[config.mk]
export PLATFORM = sky130hd
export DESIGN_NAME = key_move_encoder
export DESIGN_NICKNAME = d
export VERILOG_FILES = /design/src/rtl/ttt_pkg.sv /design/src/rtl/key_debounce.sv /design/src/rtl/key_move_encoder.sv
export SDC_FILE = /design/constraint.sdc
export NUM_CORES = 1
export LEC_CHECK = 0
export ABC_CLOCK_PERIOD_IN_PS = 2300
export CAP_MARGIN = 10
export CORE_UTILIZATION = 35
export CTS_BUF_LIST = sky130_fd_sc_hd__clkbuf_4 sky130_fd_sc_hd__clkbuf_8
export DETAILED_ROUTE_END_ITERATION = 8
export GPL_TIMING_DRIVEN = 0
export HOLD_SLACK_MARGIN = 0.12
export SLEW_MARGIN = 20
export SYNTH_ARGS = -nofsm -noshare
export SYNTH_HDL_FRONTEND = slang
export SYNTH_SLANG_ARGS = --single-unit
[constraint.sdc]
create_clock -name clk -period 2.3 [get_ports clk]
set_clock_uncertainty 0.05 [all_clocks]
set_input_delay 0.345 -clock clk [delete_from_list [all_inputs] [get_ports clk]]
set_output_delay 0.345 -clock clk [all_outputs]
set_load 0.005 [all_outputs]
[src/rtl/ttt_pkg.sv]
// Shared tic-tac-toe board definitions: move/direction codes, push-button
// indices and the direction-FSM state type used by the input encoder.
package ttt_pkg;

  localparam logic [2:0] DIR_IDLE  = 3'b000;
  localparam logic [2:0] DIR_UP    = 3'b001;
  localparam logic [2:0] DIR_DOWN  = 3'b010;
  localparam logic [2:0] DIR_RIGHT = 3'b011;
  localparam logic [2:0] DIR_LEFT  = 3'b100;

  localparam int KEY_CONFIRM = 0;
  localparam int KEY_RIGHT   = 1;
  localparam int KEY_LEFT    = 2;
  localparam int KEY_DOWN    = 3;
  localparam int KEY_UP      = 4;
  localparam int NUM_KEYS    = 5;

  typedef enum logic {D_IDLE, D_HELD} dir_state_t;

  // dirs is the debounced direction slice [KEY_UP:KEY_RIGHT]
  function automatic logic dirs_onehot(input logic [3:0] dirs);
    return (dirs != 4'd0) && ((dirs & (dirs - 4'd1)) == 4'd0);
  endfunction

  function automatic logic [2:0] dir_code(input logic [3:0] dirs);
    logic [2:0] code;
    code = DIR_IDLE;
    case (dirs)
      4'b0001: code = DIR_RIGHT;
      4'b0010: code = DIR_LEFT;
      4'b0100: code = DIR_DOWN;
      4'b1000: code = DIR_UP;
      default: code = DIR_IDLE;
    endcase
    return code;
  endfunction

endpackage

[src/rtl/key_debounce.sv]
// One push-button: active-low input inverted, 2-FF synchronized, then
// debounced by requiring DEBOUNCE_CYCLES consecutive disagreeing samples.
module key_debounce #(
  parameter int DEBOUNCE_CYCLES = 500000,
  parameter int CNT_W           = 20
) (
  input  logic clk,
  input  logic resetn,
  input  logic key_n,
  output logic pressed
);

  localparam logic [CNT_W-1:0] CNT_LAST = CNT_W'(DEBOUNCE_CYCLES - 1);

  logic             sync1;
  logic             sync2;
  logic [CNT_W-1:0] cnt;

  // The count restarts whenever the synchronized level agrees with the
  // accepted level, so any bounce back discards the partial run.
  always_ff @(posedge clk or negedge resetn) begin
    if (!resetn) begin
      sync1   <= 1'b0;
      sync2   <= 1'b0;
      cnt     <= '0;
      pressed <= 1'b0;
    end else begin
      sync1 <= ~key_n;
      sync2 <= sync1;
      if (sync2 == pressed) begin
        cnt <= '0;
      end else if (cnt == CNT_LAST) begin
        cnt     <= '0;
        pressed <= sync2;
      end else begin
        cnt <= cnt + 1'b1;
      end
    end
  end

endmodule

[src/rtl/key_move_encoder.sv]
// Turns five bouncy active-low buttons into one-cycle move codes and confirm
// pulses. Optional auto-repeat of a held direction: define DIR_REPEAT_EN.
module key_move_encoder
  import ttt_pkg::*;
#(
  parameter int DEBOUNCE_CYCLES = 500000,
  parameter int CNT_W           = 20,
  parameter int REPEAT_DELAY    = 25000000,
  parameter int REPEAT_PERIOD   = 10000000
) (
  input  logic       clk,
  input  logic       resetn,
  input  logic [4:0] key_n,
  output logic [2:0] dir,
  output logic       confirm
);

  // dir (non-zero) and confirm are single-cycle strobes with no ready:
  // the consumer samples them every cycle and cannot stall the encoder.

  logic [NUM_KEYS-1:0] lvl;
  logic                conf_d;
  logic                conf_rise;
  logic [3:0]          dirs;
  logic                one_dir;
  dir_state_t          state;
  dir_state_t          state_nxt;
  logic [2:0]          dir_nxt;

  for (genvar k = 0; k < NUM_KEYS; k++) begin : g_key
    key_debounce #(
      .DEBOUNCE_CYCLES(DEBOUNCE_CYCLES),
      .CNT_W          (CNT_W)
    ) u_deb (
      .clk    (clk),
      .resetn (resetn),
      .key_n  (key_n[k]),
      .pressed(lvl[k])
    );
  end

  assign conf_rise = lvl[KEY_CONFIRM] & ~conf_d;
  assign dirs      = lvl[KEY_UP:KEY_RIGHT];
  assign one_dir   = dirs_onehot(dirs);

`ifdef DIR_REPEAT_EN
  localparam int REP_MAX = (REPEAT_DELAY > REPEAT_PERIOD) ? REPEAT_DELAY : REPEAT_PERIOD;
  localparam int REP_W   = $clog2(REP_MAX + 1);
  localparam logic [REP_W-1:0] DELAY_V  = REP_W'(REPEAT_DELAY);
  localparam logic [REP_W-1:0] PERIOD_V = REP_W'(REPEAT_PERIOD);

  logic [REP_W-1:0] rep_cnt;
  logic [REP_W-1:0] rep_cnt_nxt;
  logic             rep_first;
  logic             rep_first_nxt;
  logic [3:0]       held_dirs;
  logic             rep_fire;

  // Count only while the same single direction stays held with no confirm
  // edge; anything else (including entering D_HELD) restarts the delay.
  always_comb begin
    rep_cnt_nxt   = '0;
    rep_first_nxt = 1'b0;
    rep_fire      = 1'b0;
    if (state == D_HELD && one_dir && dirs == held_dirs && !conf_rise) begin
      rep_first_nxt = rep_first;
      if (rep_cnt + 1'b1 == (rep_first ? PERIOD_V : DELAY_V)) begin
        rep_fire      = 1'b1;
        rep_first_nxt = 1'b1;
      end else begin
        rep_cnt_nxt = rep_cnt + 1'b1;
      end
    end
  end

  always_ff @(posedge clk or negedge resetn) begin
    if (!resetn) begin
      rep_cnt   <= '0;
      rep_first <= 1'b0;
      held_dirs <= '0;
    end else begin
      rep_cnt   <= rep_cnt_nxt;
      rep_first <= rep_first_nxt;
      held_dirs <= dirs;
    end
  end
`endif

  always_comb begin
    state_nxt = state;
    dir_nxt   = DIR_IDLE;
    case (state)
      D_IDLE: begin
        if (dirs != 4'd0) begin
          state_nxt = D_HELD;
          if (one_dir && !conf_rise) dir_nxt = dir_code(dirs);
        end
      end
      D_HELD: begin
        if (dirs == 4'd0) state_nxt = D_IDLE;
`ifdef DIR_REPEAT_EN
        if (rep_fire) dir_nxt = dir_code(dirs);
`endif
      end
      default: state_nxt = D_IDLE;
    endcase
  end

  always_ff @(posedge clk or negedge resetn) begin
    if (!resetn) begin
      state   <= D_IDLE;
      conf_d  <= 1'b0;
      dir     <= DIR_IDLE;
      confirm <= 1'b0;
    end else begin
      state   <= state_nxt;
      conf_d  <= lvl[KEY_CONFIRM];
      dir     <= dir_nxt;
      confirm <= conf_rise;
    end
  end

endmodule

Yosys cells after proc, flatten, opt, wreduce, memory -nomap -nowiden --
Index checks and enable logic that the tools add are counted.
Word-level totals: flip-flop bits (word level) 121, input port bits 7, word-level logic and storage cells 86, output and inout bits 4
Operators by class: $add $sub $neg 6, equality and inequality tests 14, bitwise operators 14, reductions and logical operators 11, mux-type cells 17
Operator list (count):
- $mux W20 | 10
- $add A20 B1 Y20 const B | 5
- $eq A20 B19 Y1 const B | 5
- $not A1 Y1 | 12
- $pmux W3 S4 | 1
- $reduce_and A2 Y1 | 5
- $mux W3 | 3
- $logic_not A4 Y1 | 2
- $eq A1 B1 Y1 | 5
- $and A4 B4 Y4 | 1
- $eq A4 B1 Y1 const B | 1
- $eq A4 B2 Y1 const B | 1
- $eq A4 B3 Y1 const B | 1
- $eq A4 B4 Y1 const B | 1
- $reduce_bool A4 Y1 | 1
- $sub A4 B1 Y4 const B | 1
- $logic_and A1 B1 Y1 | 2
- $mux W1 | 2
- $pmux W1 S2 | 1
- $and A1 B1 Y1 | 1
- $logic_not A1 Y1 | 1

Longest topological paths before layout --
word-level depth 8, mapped depth 6, depth with buffers taken out 5

Hierarchy --
A second synthesis with hierarchy kept.
Second synthesis, totals: cell total of the unflattened synthesis 570, area, all modules 5944.5 sq um
By module, submodules not included:
- key_debounce | cells each 111, area an instance 1144.8 sq um, times used 5, seq. area each 575.6 sq um
- key_move_encoder | cells each 15, area an instance 220.2 sq um, times used 1, seq. area each 150.1 sq um

Worst setup path before layout --
Ideal clock, no wire load.
path type reg-to-reg, start register g_key[4].u_deb.cnt[0], end register g_key[4].u_deb.cnt[18], stages on the path, launching flop included 6, library setup time 0.074 ns, data arrival time 1.831 ns, period minus slack after synthesis 1.956 ns, path buffers 0, required time 2.176 ns, setup slack 0.344 ns, cell sequence dfrtp_1 -> ha_1 -> nand4_4 -> or4_4 -> or4_4 -> a21oi_2
Between the ends: longest elaborated chain between the ends 3, elaborated cells between the ends (all ways) 4, classes of those cells 1 x add/sub; 1 x eq/ne; 2 x mux
Ends and longest elaborated chain:
- from (decl) | RTL line key_debounce.sv:17 | logic [CNT_W-1:0] cnt;
- from (signal assigned) | RTL line key_debounce.sv:36 | cnt <= cnt + 1'b1;
- $add A20 B1 Y20 / $eq A20 B19 Y1 (equally long branches) | RTL line key_debounce.sv:36, key_debounce.sv:32
- $mux W20 * | RTL line key_debounce.sv:32 | end else if (cnt == CNT_LAST) begin
- $mux W20 * | RTL line key_debounce.sv:30 | if (sync2 == pressed) begin
Mark *: on every way between the ends. The rest lies on a longest branch, timed or not. A chain may end at the register's enable or synchronous reset.

Worst setup path in the final report --
start register g_key[2].u_deb.cnt[0], end register g_key[2].u_deb.cnt[13]
Between the ends: longest elaborated chain between the ends 3, elaborated cells between the ends (all ways) 4, classes of those cells 1 x add/sub; 1 x eq/ne; 2 x mux
Ends and longest elaborated chain (RTL line):
- from (decl) | key_debounce.sv:17
- from (signal assigned) | key_debounce.sv:36
- $add A20 B1 Y20 / $eq A20 B19 Y1 (equally long branches) | key_debounce.sv:36, key_debounce.sv:32
- $mux W20 * | key_debounce.sv:32
- $mux W20 * | key_debounce.sv:30
Marks and branches as above.

==> flow_summary.toml <==
[critical_path]
required_ns = 2.57
worstPathCellList = "ha_1 > nand4_1 > or4_1 > o21ai_4 > buf_2 > nor2_1"
r2r-end = "g_key[2].u_deb.cnt[13]$_DFF_PN0_"
cp-start-kind = "register"
crit_path_max_incr_delay_ns = 0.51
cp.arrival_ns = 2.41
timing.critical_path.fanout_max = 10
timing.reg2reg.setup_slack_ns = 0.17
reg2regPathDepth = 6
endpoint_kind = "register"
crit_path_top_delay_cell = "sky130_fd_sc_hd__or4_1"
worst-setup-path-type = "register to register"
crit-reg2reg-launch = "g_key[2].u_deb.cnt[0]$_DFF_PN0_"

[power]
share_seq_of_total_power = 0.517
net-switching-power_mw = 0.924
share_comb_of_total_power = 0.033
power_switching_share = 0.218
internal_power_mw = 3.31
clock_power_share = 0.450
p_per_area_nw_per_um2 = 645
total_leakage_power_nw = 2.59
ir_drop_uv = 344

[timing]
period_share = 0.927
rsz0062_at_grt = "no"
setup_violations = 0
timing.final.hold_violations = 0
timing.max_slew.rel_slack = 0.619
fmax_mhz = 469
min_period_ns = 2.13
timing.setup.tns_ns = 0
worst_slew_pin_slew_ns = 0.566
timing_max_transition_violations_final = 0

[grt]
grt_start_max_net_pins = 63
grt_antenna_before_repair = 0
grt_overflow = 0
grt_pass1_wl_mm = 18.9
first_global_vias = 4162
gr-usage-met2 = 0.220
groute.layer.met3.usage = 0.0439
gr-usage-all-layers = 0.144
grt_busiest_layer = "met2"
grt_use_met1 = 0.185

[routing]
drt.antenna.violating_nets = 0
totalWireLength_mm = 10.6
routed_wire_length_per_instance_um = 12.7
vias = 4278
via_count_normalized_by_instance_count = 5.10
dr_drc_count = 0
detail_route.iter0.violations = 285
detailedRoute.firstPassIterationCount = 5

[clocking]
numCtsBuffers = 17
cts.path.max_buffers = 2
clockRootBuffer = "sky130_fd_sc_hd__clkbuf_8"
cts.sink_count = 121
worstSkewPairLatency_ns = 0.44
cts.reportedPaths.clkPinSlew_ns = 0.07
tritoncts = "yes"
ctsHtreeMaxLevel = 4

[placement]
numPlacedInstances = 806
gp_routability_congestion = 0.839
detailedPlacementHpwl_mm = 7.35
buffers_added_on_ports = 10

[synthesis]
postSynth.topFlopCell = "sky130_fd_sc_hd__dfrtp_1"
synth-edff-count = 0
yosys_warnings = 0
ys_seq_area_frac = 0.528
mappedNetlistArea_um2 = 5740
mappedNetlistNets = 591
synth.distinct_cells = 36
ys_ff_latch = 121
syn-mean-instance-area_um2 = 9.91
async_flop_share = 1.00
synthCells = 579

[die]
die-height_um = 130
initial_cell_density_of_the_core = 0.360
fp.dieArea_um2 = 16900
ios = 11
num_rows = 46
placeableCoreArea_um2 = 15900
die_width_um = 130

[hold_path]
min-delay-start = "g_key[1].u_deb.sync1$_DFF_PN0_"
hold_endpoint = "g_key[1].u_deb.sync2$_DFF_PN0_"
min_delay_worst_type = "register to register"
hold_path_depth = 0

[finish]
multi_input_comb_area_um2 = 2580
nNetsFinal = 622
antenna_cells_inserted = 0
area_growth_syn_to_layout_pct = 14.3
final_cell_mix = "sky130_fd_sc_hd__dfrtp_1, sky130_fd_sc_hd__nor2_1, sky130_fd_sc_hd__xnor2_1"
post_route_cells_drive_above_1_share = 0.0835
mostFrequentLayoutCell = "sky130_fd_sc_hd__dfrtp_1"
layout.area.seq_um2 = 3030
n_fill_cell = 1529
stdcell_count = 839

[run_status]
status = "finished, final reports clean"

[job]
max_cap_viol_count = 0
per-layer routing:
layer / vias up / share of wire
li1: 2109 / -
met1: 2082 / 0.49
met2: 70 / 0.46
met3: 17 / 0.035
met4: 0 / 0.021
met5: - / 0
per-stage QoR:
stage | total power [mW] | setup WS [ns] | hold WS, ns | cell area [µm²] | util
global placement | 2.36 | -3.81 | 0.288 | 6110 | 0.383
global route | 4.41 | 0.00689 | 0.311 | 6560 | 0.411
detailed placement | 2.37 | 0.0932 | 0.285 | 6140 | 0.385
floorplan | 2.29 | 0.344 | -0.000591 | 5740 | -
finish | 4.23 | 0.168 | 0.298 | 6560 | 0.411
CTS | 4.30 | 0.0746 | 0.299 | 6550 | 0.411
kinds of logic (layout without fill, tap and decap cells):
logic type | count (synthesis) | count (layout) | synth area share
DFF | 121 | 121 | 0.528
adders and majority gates | 5 | 5 | 0.0109
xor gates and xnor gates | 70 | 70 | 0.107
buffers and inverters | 36 | 80 | 0.0244
AOI/OAI and AO/OA | 57 | 57 | 0.0552
muxes | 7 | 7 | 0.0133
and+or+nand+nor | 283 | 283 | 0.262
area by class of cell:
| class | instances | share of cell area |
|---|---|---|
| inverters | 21 | 0.0120 |
| multi-input cells | 422 | 0.393 |
| well taps | 216 | 0.0412 |
| flip-flops and latches | 121 | 0.462 |
| clock inverters | 8 | 0.0141 |
| clock buffers | 24 | 0.0475 |
| plain buffers | 15 | 0.00935 |
| repair buffers | 12 | 0.0212 |
power groups by stage:
stage	clock network [mW]	registers, mW	logic (mW)
after detailed placement	0	2.23	0.144
after global routing	2.05	2.19	0.169
after floorplan	0	2.22	0.0676
after CTS	1.96	2.19	0.146
final	1.90	2.19	0.140
after global placement	0	2.23	0.136
sequential cells by signal (all words and copies together) (netlist names):
register             count
state                    1
g_key.u_deb.sync1        5
g_key.u_deb.cnt        100
confirm                  1
g_key.u_deb.pressed      5
g_key.u_deb.sync2        5
dir                      3
conf_d                   1
worst max-delay path by stage:
stage,startpoint,end,cells past startpoint
floorplan,g_key[4].u_deb.cnt[0]$_DFF_PN0_,g_key[4].u_deb.cnt[18]$_DFF_PN0_,5
detailed placement,g_key[2].u_deb.cnt[0]$_DFF_PN0_,g_key[2].u_deb.cnt[13]$_DFF_PN0_,6
finish,g_key[2].u_deb.cnt[0]$_DFF_PN0_,g_key[2].u_deb.cnt[13]$_DFF_PN0_,6
CTS,g_key[2].u_deb.cnt[0]$_DFF_PN0_,g_key[2].u_deb.cnt[13]$_DFF_PN0_,6
global route,g_key[3].u_deb.cnt[0]$_DFF_PN0_,g_key[3].u_deb.cnt[16]$_DFF_PN0_,5
global placement,resetn,g_key[0].u_deb.cnt[9]$_DFF_PN0_,1
synth_stat cells, types with 6 or more instances:
cell | number | area [µm²]
sky130_fd_sc_hd__o21ai_0 | 22 | 110
sky130_fd_sc_hd__nand3_1 | 37 | 185
sky130_fd_sc_hd__dfrtp_1 | 121 | 3030
sky130_fd_sc_hd__nor3_1 | 23 | 115
sky130_fd_sc_hd__xor2_1 | 28 | 245
sky130_fd_sc_hd__xnor2_1 | 42 | 368
sky130_fd_sc_hd__clkbuf_1 | 11 | 41.3
sky130_fd_sc_hd__nor2_1 | 83 | 312
sky130_fd_sc_hd__nand4_1 | 27 | 169
sky130_fd_sc_hd__nand2_1 | 32 | 120
sky130_fd_sc_hd__o31ai_1 | 8 | 60.1
sky130_fd_sc_hd__or3_1 | 17 | 106
sky130_fd_sc_hd__inv_1 | 21 | 78.8
sky130_fd_sc_hd__and4_1 | 6 | 52.6
sky130_fd_sc_hd__or4_1 | 12 | 90.1
sky130_fd_sc_hd__nor4_1 | 17 | 106
sky130_fd_sc_hd__a21oi_1 | 24 | 120
worst max-delay path: cells and delay by family (launching register included):
family,cells,cell delay (ns)
fa+ha+maj,1,0.24
compound gates,1,0.27
flops,1,0.41
simple gates,3,0.76
buf+inv,1,0.27
repair_timing:
action                                  in CTS  in global routing
endpoints found under the setup margin       0                 11
buffers inserted                             0                  0
hold buffers                                 1                  0
resized for setup                            0                  1
endpoints found under the hold margin       59                  0
No activity file was read; power rests on OpenSTA's default activity.
